===== src/rtl/sirena_pkg.sv =====
// sirena_pkg: shared state encoding and mux select codes for the siren path.
package sirena_pkg;
  typedef enum logic [1:0] {IDLE, POL, AMB, GAP} state_e;
  localparam logic [1:0] SEL_OFF = 2'b00;
  localparam logic [1:0] SEL_POL = 2'b01;
  localparam logic [1:0] SEL_AMB = 2'b10;
  function automatic logic [1:0] sel_of(state_e s);
    return s == POL ? SEL_POL : s == AMB ? SEL_AMB : SEL_OFF;
  endfunction
endpackage


===== src/rtl/sirena_tick.sv =====
// sirena_tick: restartable divider emitting a one-cycle tick every TICK_DIV clocks.
module sirena_tick #(
  parameter int TICK_DIV = 50000
) (
  input  logic clk_in,
  input  logic rst_n,
  input  logic clr,
  output logic tick
);
  localparam int DW = $clog2(TICK_DIV);
  logic [DW-1:0] div_q, div_d;
  assign tick  = div_q == DW'(TICK_DIV - 1);
  assign div_d = (clr || tick) ? '0 : div_q + 1'b1;
  always_ff @(posedge clk_in or negedge rst_n)
    if (!rst_n) div_q <= '0;
    else        div_q <= div_d;
endmodule


===== src/rtl/sirena_sched.sv =====
// sirena_sched: arbitrates police/ambulance siren requests with minimum hold,
// fair alternation and a silent gap between tones.
module sirena_sched
  import sirena_pkg::*;
#(
  parameter int TICK_DIV   = 50000,
  parameter int MIN_HOLD   = 500,
  parameter int ALT_PERIOD = 2000,
  parameter int GAP_TICKS  = 50
) (
  input  logic       clk_in,
  input  logic       rst_n,
  input  logic       en,
  input  logic       req_pol,
  input  logic       req_amb,
  output logic [1:0] sel,
  output logic       busy,
  output logic       last_amb
);
  localparam int CW = $clog2(ALT_PERIOD + 1);
  state_e        state_q, state_d;
  logic [CW-1:0] cnt_q, cnt_d;
  logic [1:0]    sel_q;
  logic          busy_q, la_q, la_d, served_q, served_d;
  logic          tick, chg, both, any, hold_done, past_hold, alt_done, gap_done;
  sirena_tick #(.TICK_DIV(TICK_DIV)) u_tick (
    .clk_in (clk_in),
    .rst_n  (rst_n),
    .clr    (chg),
    .tick   (tick)
  );
  assign both      = req_pol && req_amb;
  assign any       = req_pol || req_amb;
  assign hold_done = tick && int'(cnt_q) == MIN_HOLD - 1;
  assign past_hold = int'(cnt_q) >= MIN_HOLD;
  assign alt_done  = tick && int'(cnt_q) == ALT_PERIOD - 1;
  assign gap_done  = GAP_TICKS == 0 || (tick && int'(cnt_q) == GAP_TICKS - 1);
  assign chg       = state_d != state_q;
  // served_q distinguishes "nothing played since reset" from "police played last"
  always_comb begin
    state_d = state_q;
    case (state_q)
      IDLE: state_d = !en ? IDLE : both ? ((la_q || !served_q) ? POL : AMB) :
                      req_pol ? POL : req_amb ? AMB : IDLE;
      POL:  state_d = (!en || (!req_pol && (past_hold || hold_done)) || (both && alt_done)) ? GAP : POL;
      AMB:  state_d = (!en || (!req_amb && (past_hold || hold_done)) || (both && alt_done)) ? GAP : AMB;
      GAP:  state_d = !gap_done ? GAP : (!en || !any) ? IDLE :
                      both ? (la_q ? POL : AMB) : req_pol ? POL : AMB;
      default: state_d = IDLE;
    endcase
  end
  assign cnt_d    = chg ? '0 : (tick && cnt_q != '1) ? cnt_q + 1'b1 : cnt_q;
  assign la_d     = (chg && state_d == POL) ? 1'b0 : (chg && state_d == AMB) ? 1'b1 : la_q;
  assign served_d = served_q || (chg && (state_d == POL || state_d == AMB));
  always_ff @(posedge clk_in or negedge rst_n)
    if (!rst_n) begin
      state_q  <= IDLE;
      cnt_q    <= '0;
      sel_q    <= SEL_OFF;
      busy_q   <= 1'b0;
      la_q     <= 1'b0;
      served_q <= 1'b0;
    end else begin
      state_q  <= state_d;
      cnt_q    <= cnt_d;
      sel_q    <= sel_of(state_d);
      busy_q   <= state_d != IDLE;
      la_q     <= la_d;
      served_q <= served_d;
    end
  assign sel      = sel_q;
  assign busy     = busy_q;
  assign last_amb = la_q;
endmodule


===== config.mk =====
export PLATFORM = sky130hd
export DESIGN_NAME = sirena_sched
export DESIGN_NICKNAME = d
export VERILOG_FILES = /design/src/rtl/sirena_pkg.sv /design/src/rtl/sirena_tick.sv /design/src/rtl/sirena_sched.sv
export SDC_FILE = /design/constraint.sdc
export NUM_CORES = 1
export LEC_CHECK = 0
export ABC_AREA = 1
export CAP_MARGIN = 20
export CORE_MARGIN = 4
export CORE_UTILIZATION = 60
export CTS_CLUSTER_SIZE = 25
export DETAILED_ROUTE_END_ITERATION = 8
export PLACE_DENSITY = 0.79
export SLEW_MARGIN = 15
export SYNTH_ARGS = -nofsm -noshare
export SYNTH_HDL_FRONTEND = slang
export SYNTH_SLANG_ARGS = --single-unit

===== constraint.sdc =====
create_clock -name clk_in -period 4.7 [get_ports clk_in]
set_input_delay 0.94 -clock clk_in [delete_from_list [all_inputs] [get_ports clk_in]]
set_output_delay 0.94 -clock clk_in [all_outputs]
set_load 0.05 [all_outputs]

# Yosys cells after proc, flatten, opt, wreduce, memory -nomap -nowiden
# Index checks and enable logic that the tools add are counted.
[word_totals]
regBits = 34
elab_cells = 72
in_bits = 5
out_inout_bits = 4
[op_classes]
reduce_logical = 31
n_lt_le_gt_ge = 1
mux = 20
n_eq_ne = 11
addsub = 2
[op_table]
columns = ["operator", "n"]
rows = [
  ["2-bit 2-to-1 mux", 13],
  ["11-bit by 7-bit == test with 1-bit output, second input constant", 2],
  ["11-bit 2-to-1 mux", 2],
  ["16-bit by 1-bit adder with 16-bit output, second input constant", 1],
  ["16-bit == test, second input constant", 1],
  ["16-bit 2-to-1 mux", 1],
  ["11-bit by 1-bit adder with 11-bit output, second input constant", 1],
  ["11-bit by 10-bit == test with 1-bit output, second input constant", 1],
  ["11-bit by 9-bit greater-or-equal comparator with 1-bit output, second input constant", 1],
  ["1-bit logical AND", 11],
  ["1-bit logical OR", 11],
  ["11-bit != test, second input constant", 1],
  ["2-bit one-hot mux with 4 select lines", 1],
  ["2-bit == test, second input constant", 3],
  ["2-bit nonzero test", 3],
  ["1-bit zero test", 5],
  ["2-bit by 1-bit == test with 1-bit output, second input constant", 2],
  ["1-bit 2-to-1 mux", 3],
  ["2-bit zero test", 1],
  ["2-bit != test", 1],
]

# Logic depth before layout (Yosys ltp)
[logic_depth]
ltp_word = 12
mapped_depth = 17
mapped_depth_nobuf = 16

# Cells and area by module
# Synthesis repeated with hierarchy kept, for this count alone.
[hier_totals]
hier_cells = 268
hier_area_um2 = 2114.5
[by_module_without_submodules]
columns = ["mod", "cells_per_inst", "seq_area_each_um2", "area_per_inst_um2", "n_inst"]
rows = [
  ["sirena_sched", 145, 450.4, 1153.6, 1],
  ["sirena_tick", 123, 400.4, 960.9, 1],
]

# Worst setup path before layout
# Ideal clock, no wire load.
[synth_timing]
path_kind = "input-to-reg"
start = "in req_amb"
end = "reg la_q (netlist: last_amb)"
t_arrival_ns = 2.072
required_time_ns = 4.635
path_buffers = 0
setup_slack_ns = 2.562
setup_ns = 0.065
path_stages = 13
cell_sequence = "nand2_1 -> nor3_1 -> nand2_1 -> nor2_1 -> nor2_1 -> nand2_1 -> nand2_1 -> nand3_1 -> inv_1 -> ha_1 -> o21ai_0 -> nand2_1 -> nand2_1"
[synth_via]
elab_chain_len = 9
word_cells_on_any_way = 27
classes_between = "3 x eq/ne; 11 x mux; 13 x reduce/logical"
[synth_lines]
columns = ["element", "line", "source"]
rows = [
  ["from (decl)", "sirena_sched.sv:15", "input logic req_amb,"],
  ["1-bit logical OR or 1-bit zero test (tied branches)", "sirena_sched.sv:33, sirena_sched.sv:46", ""],
  ["1-bit zero test or 1-bit logical AND (tied branches)", "sirena_sched.sv:47, sirena_sched.sv:46", ""],
  ["1-bit logical OR (on tied branches)", "sirena_sched.sv:47, sirena_sched.sv:46", ""],
  ["2-bit 2-to-1 mux or 1-bit logical OR (tied branches)", "sirena_sched.sv:47, sirena_sched.sv:46", ""],
  ["2-bit 2-to-1 mux or 1-bit 2-to-1 mux (tied branches)", "sirena_sched.sv:47, sirena_sched.sv:46", ""],
  ["2-bit one-hot mux with 4 select lines (*)", "sirena_sched.sv:42", "case (state_q)"],
  ["named net state_d[0]", "sirena_sched.sv:21", "state_e state_q, state_d;"],
  ["2-bit != test (tied with other cells)", "sirena_sched.sv:38", "assign chg = state_d != state_q;"],
  ["1-bit logical AND", "sirena_sched.sv:53", "assign la_d = (chg && state_d == POL) ? 1'b0 : (chg && state_d == AMB) ? 1'b1 : la_q;"],
  ["1-bit 2-to-1 mux or 2-bit nonzero test (tied branches)", "--", ""],
  ["to (signal assigned)", "sirena_sched.sv:68", "la_q <= la_d;"],
  ["to (decl)", "sirena_sched.sv:24", "logic busy_q, la_q, la_d, served_q, served_d;"],
]
# Mark *: on every way through the listed nets, which the timed path passes. The rest lies on a longest branch.
# A chain may end at the register's enable or synchronous reset.

# Worst setup path in the final report
[layout_timing]
start = "in req_pol"
end = "reg u_tick.div_q[3]"
[layout_via]
elab_chain_len = 9
word_cells_on_any_way = 23
classes_between = "1 x eq/ne; 11 x mux; 11 x reduce/logical"
[layout_lines]
columns = ["element", "line", "source"]
rows = [
  ["from (decl)", "sirena_sched.sv:14", "input logic req_pol,"],
  ["1-bit logical OR or 1-bit zero test (tied branches)", "sirena_sched.sv:33, sirena_sched.sv:45", ""],
  ["1-bit zero test or 1-bit logical AND (tied branches)", "sirena_sched.sv:47, sirena_sched.sv:45", ""],
  ["1-bit logical OR (on tied branches)", "sirena_sched.sv:47, sirena_sched.sv:45", ""],
  ["2-bit 2-to-1 mux or 1-bit logical OR (tied branches)", "sirena_sched.sv:47, sirena_sched.sv:45", ""],
  ["2-bit 2-to-1 mux (on tied branches)", "sirena_sched.sv:47, sirena_sched.sv:45", ""],
  ["2-bit one-hot mux with 4 select lines (*)", "sirena_sched.sv:42", ""],
  ["2-bit != test (*)", "sirena_sched.sv:38", ""],
  ["1-bit logical OR (*)", "sirena_tick.sv:13", "assign div_d = (clr || tick) ? '0 : div_q + 1'b1;"],
  ["16-bit 2-to-1 mux (*)", "sirena_tick.sv:13", ""],
  ["named net u_tick.div_d[3]", "sirena_tick.sv:11", "logic [DW-1:0] div_q, div_d;"],
  ["to (signal assigned)", "sirena_tick.sv:16", "else div_q <= div_d;"],
  ["to (decl)", "sirena_tick.sv:11", ""],
]
# Marks and branches as above.

==> results.toml <==
[drt]
via_per_inst = 5.03
wl_per_cell_um = 11.5
drc = 0
drtPass1Iterations = 4
wl_um = 3730
drt_iter0_drc = 110
drtAntennaViolNets = 0
via_count = 1634

[cells_and_area]
insertedDiodeCount = 0
fillers = 263
nNetsFinal = 292
syn2layout_area_growth_pct = 8.34
drive_gt1_share_pct = 11.7

[sta]
timing.fmax_mhz = 376
min_period_over_period_pct = 56.6
setup_violations = 0
hold_violations = 0
skew_ns = 0.00837
rsz0062_at_grt = "no"
worst_pin_slew_ns = 0.496
fin_tns_setup_ns = 0
fin_crit_ns = 2.66
slew_headroom_pct = 66.8
slew_viol_final = 0

[status]
outcome = "complete, no violations"

[min_path]
hold_path.class = "reg -> reg"
holdCritStartpoint = "u_tick.div_q[0]"

[power_and_ir_drop]
p_leak_nw = 0.975
peakVddDrop_mv = 0.238
finalPower_mw = 0.769
power_density_nw_per_um2 = 356

[worst_setup_path]
path_class = "in -> reg"
cp-startpoint = "req_pol"
regToRegStartpoint = "u_tick.div_q[0]"
start_kind = "input port"
path_max_fanout = 16
critPathRequiredTime_ns = 4.93
arrival_ns = 2.89
setup.worst_path.end_class = "flip-flop"

[clock_tree]
hold_buffers = 0
cts_max_path_buffers = 2
cts_tree = "yes"
h-tree-depth = 2
cts_repair_resize_count = 0
cts_root_buf = "clkbuf_4"
insertion_delay_ns = 0.34
cts-buffers-inserted = 5
post_cts_buffers = 0
clk_pin_slew_ns = 0.10
cts_num_sinks = 34

[floorplan]
pin_count = 9
die_w_um = 65.7
die_h_um = 65.7
rows = 20
core_area_um2 = 3130
dieArea_um2 = 4310
start_util_pct = 63.8

[yosys]
syn_nets = 278
yosys.area_share.simple_pct = 35.5
synthArstFlopShare_pct = 100
synth_xor_area_share_pct = 4.39
synthAdderAreaFrac_pct = 3.76
synth_edf_count = 0
yosys_warnings = 0
seq_area_frac_synth_pct = 42.6
netlist_area_um2 = 2000
postSynthCellCount = 267
synthMuxAreaShare_pct = 0
synth_area_per_cell_um2 = 7.47
synthDistinctLibCells = 28
synth_top_family_by_area = "simple AND/OR/NAND/NOR gates"
synthFlopType = "dfrtp_1"
synth_compound_area_share_pct = 4.70
synth-seq-cells = 34

[global_routing]
grt_pass1_vias = 1530
grt-ovfl-total = 0
antenna_found_initial = 0
grt_usage_pct = 20.7
grt_pass1_wl_um = 6730
grt_max_degree = 35

[place]
gp_congestion = 0.893
place_hpwl_um = 2800
port_buffers = 8

[job]
maxCapViolCount = 0
==> cell type report <==
cell class | count | area [um2] | share of cell area [%]
Clock buffer | 6 | 41.3 | 1.91
Clock inverter | 1 | 7.51 | 0.347
Inverter | 41 | 154 | 7.12
Multi-Input combinational cell | 190 | 966 | 44.7
Sequential cell | 34 | 851 | 39.4
Tap cell | 44 | 55.1 | 2.55
Timing Repair Buffer | 9 | 87.6 | 4.05
==> layer usage <==
metal	global-route usage [%]	wire length, um	vias to the layer above
met3	5.98	230	6
met2	27.7	1500	42
li1	-	-	856
met1	30.9	1950	730
met4	8.55	55	0
met5	0	0	-
==> Yosys cell counts, types with 2 or more instances <==
library cell | n | area share [%]
nand4_1 | 5 | 1.6
xnor2_1 | 3 | 1.3
nor4_1 | 2 | 0.63
o21ai_1 | 2 | 0.50
nor3_1 | 7 | 1.8
nor2_2 | 14 | 4.4
inv_1 | 35 | 6.6
nand2_1 | 62 | 12
ha_1 | 6 | 3.8
inv_2 | 6 | 1.1
nand2_2 | 2 | 0.63
nand3_1 | 17 | 4.3
nand3b_1 | 2 | 0.75
xor2_1 | 7 | 3.1
nor2_1 | 42 | 7.9
a21oi_1 | 2 | 0.50
o21ai_0 | 9 | 2.3
dfrtp_1 | 34 | 43
==> worst paths after layout <==
kind / cells past startpoint / endpoint / slack [ns]
worst min-delay path: 1 / u_tick.div_q[0] / 0.48
worst max register to register: 12 / u_tick.div_q[3] / 2.42
worst max-delay path: 14 / u_tick.div_q[3] / 2.04
worst min register to register: 1 / u_tick.div_q[0] / 0.48
min in group asynchronous: 2 / u_tick.div_q[9] / 0.99
max in group asynchronous: 2 / served_q / 3.40
==> cell families (layout without fill, tap and decap cells) <==
group                      count (synthesis)  in the layout
buffers and inverters                     43             57
adders and majority gates                  6              6
xor gates and xnor gates                  10             10
and+or+nand+nor                          157            157
AOI/OAI and AO/OA                         17             17
DFF                                       34             34
==> state kept, by name, indices dropped and copies added, names as in the netlist <==
name and count:
served_q 1, last_amb 1, state_q 2, cnt_q 11, sel 2, u_tick.div_q 16
busy 1
==> placed cells by master, fill, tap and decap left out, drive strengths merged, types with 2 or more instances in the layout <==
cell / synthesis / final
a21oi: 2 / 2
clkbuf: 0 / 6
clkdlybuf4s50: 0 / 8
dfrtp: 34 / 34
ha: 6 / 6
inv: 41 / 41
nand2: 65 / 65
nand3: 18 / 18
nand3b: 2 / 2
nand4: 5 / 5
nor2: 56 / 56
nor3: 7 / 7
nor4: 2 / 2
o21ai: 11 / 11
xnor2: 3 / 3
xor2: 7 / 7
==> per-stage QoR <==
step | hold slack [ns] | cells | setup slack (ns) | util [%] | instance area (um2)
after floorplan | 0.431 | 267 | 2.56 | - | 2000
after global routing | 0.532 | 325 | 1.83 | 69.1 | 2160
after CTS | 0.479 | 325 | 2.05 | 69.1 | 2160
after detailed placement | 0.463 | 318 | 1.69 | 67.6 | 2110
after global placement | 0.449 | 318 | 1.72 | 67.6 | 2110
final | 0.480 | 325 | 2.04 | 69.1 | 2160
==> critical path: stages <==
cell and delay [ns]:
clkdlybuf4s50_1 0.54, nand2_1 0.09, nor3_1 0.17, nand2_1 0.06, nor2_1 0.10, nor2_1 0.06
nand2_1 0.07, nand2_2 0.06, nand3_1 0.07, nand2_1 0.06, nand2_2 0.25, inv_2 0.11
nand2_4 0.22, nor2_1 0.07
==> power breakdown <==
part	internal, mW	switching, mW	total, mW	leakage (nW)
combinational	0.0773	0.180	0.257	0.503
clock	0.0558	0.0985	0.154	0.0243
sequential	0.328	0.0292	0.358	0.448
total	0.461	0.308	0.769	0.975
Note: power is estimated with default switching activity, not from simulation.
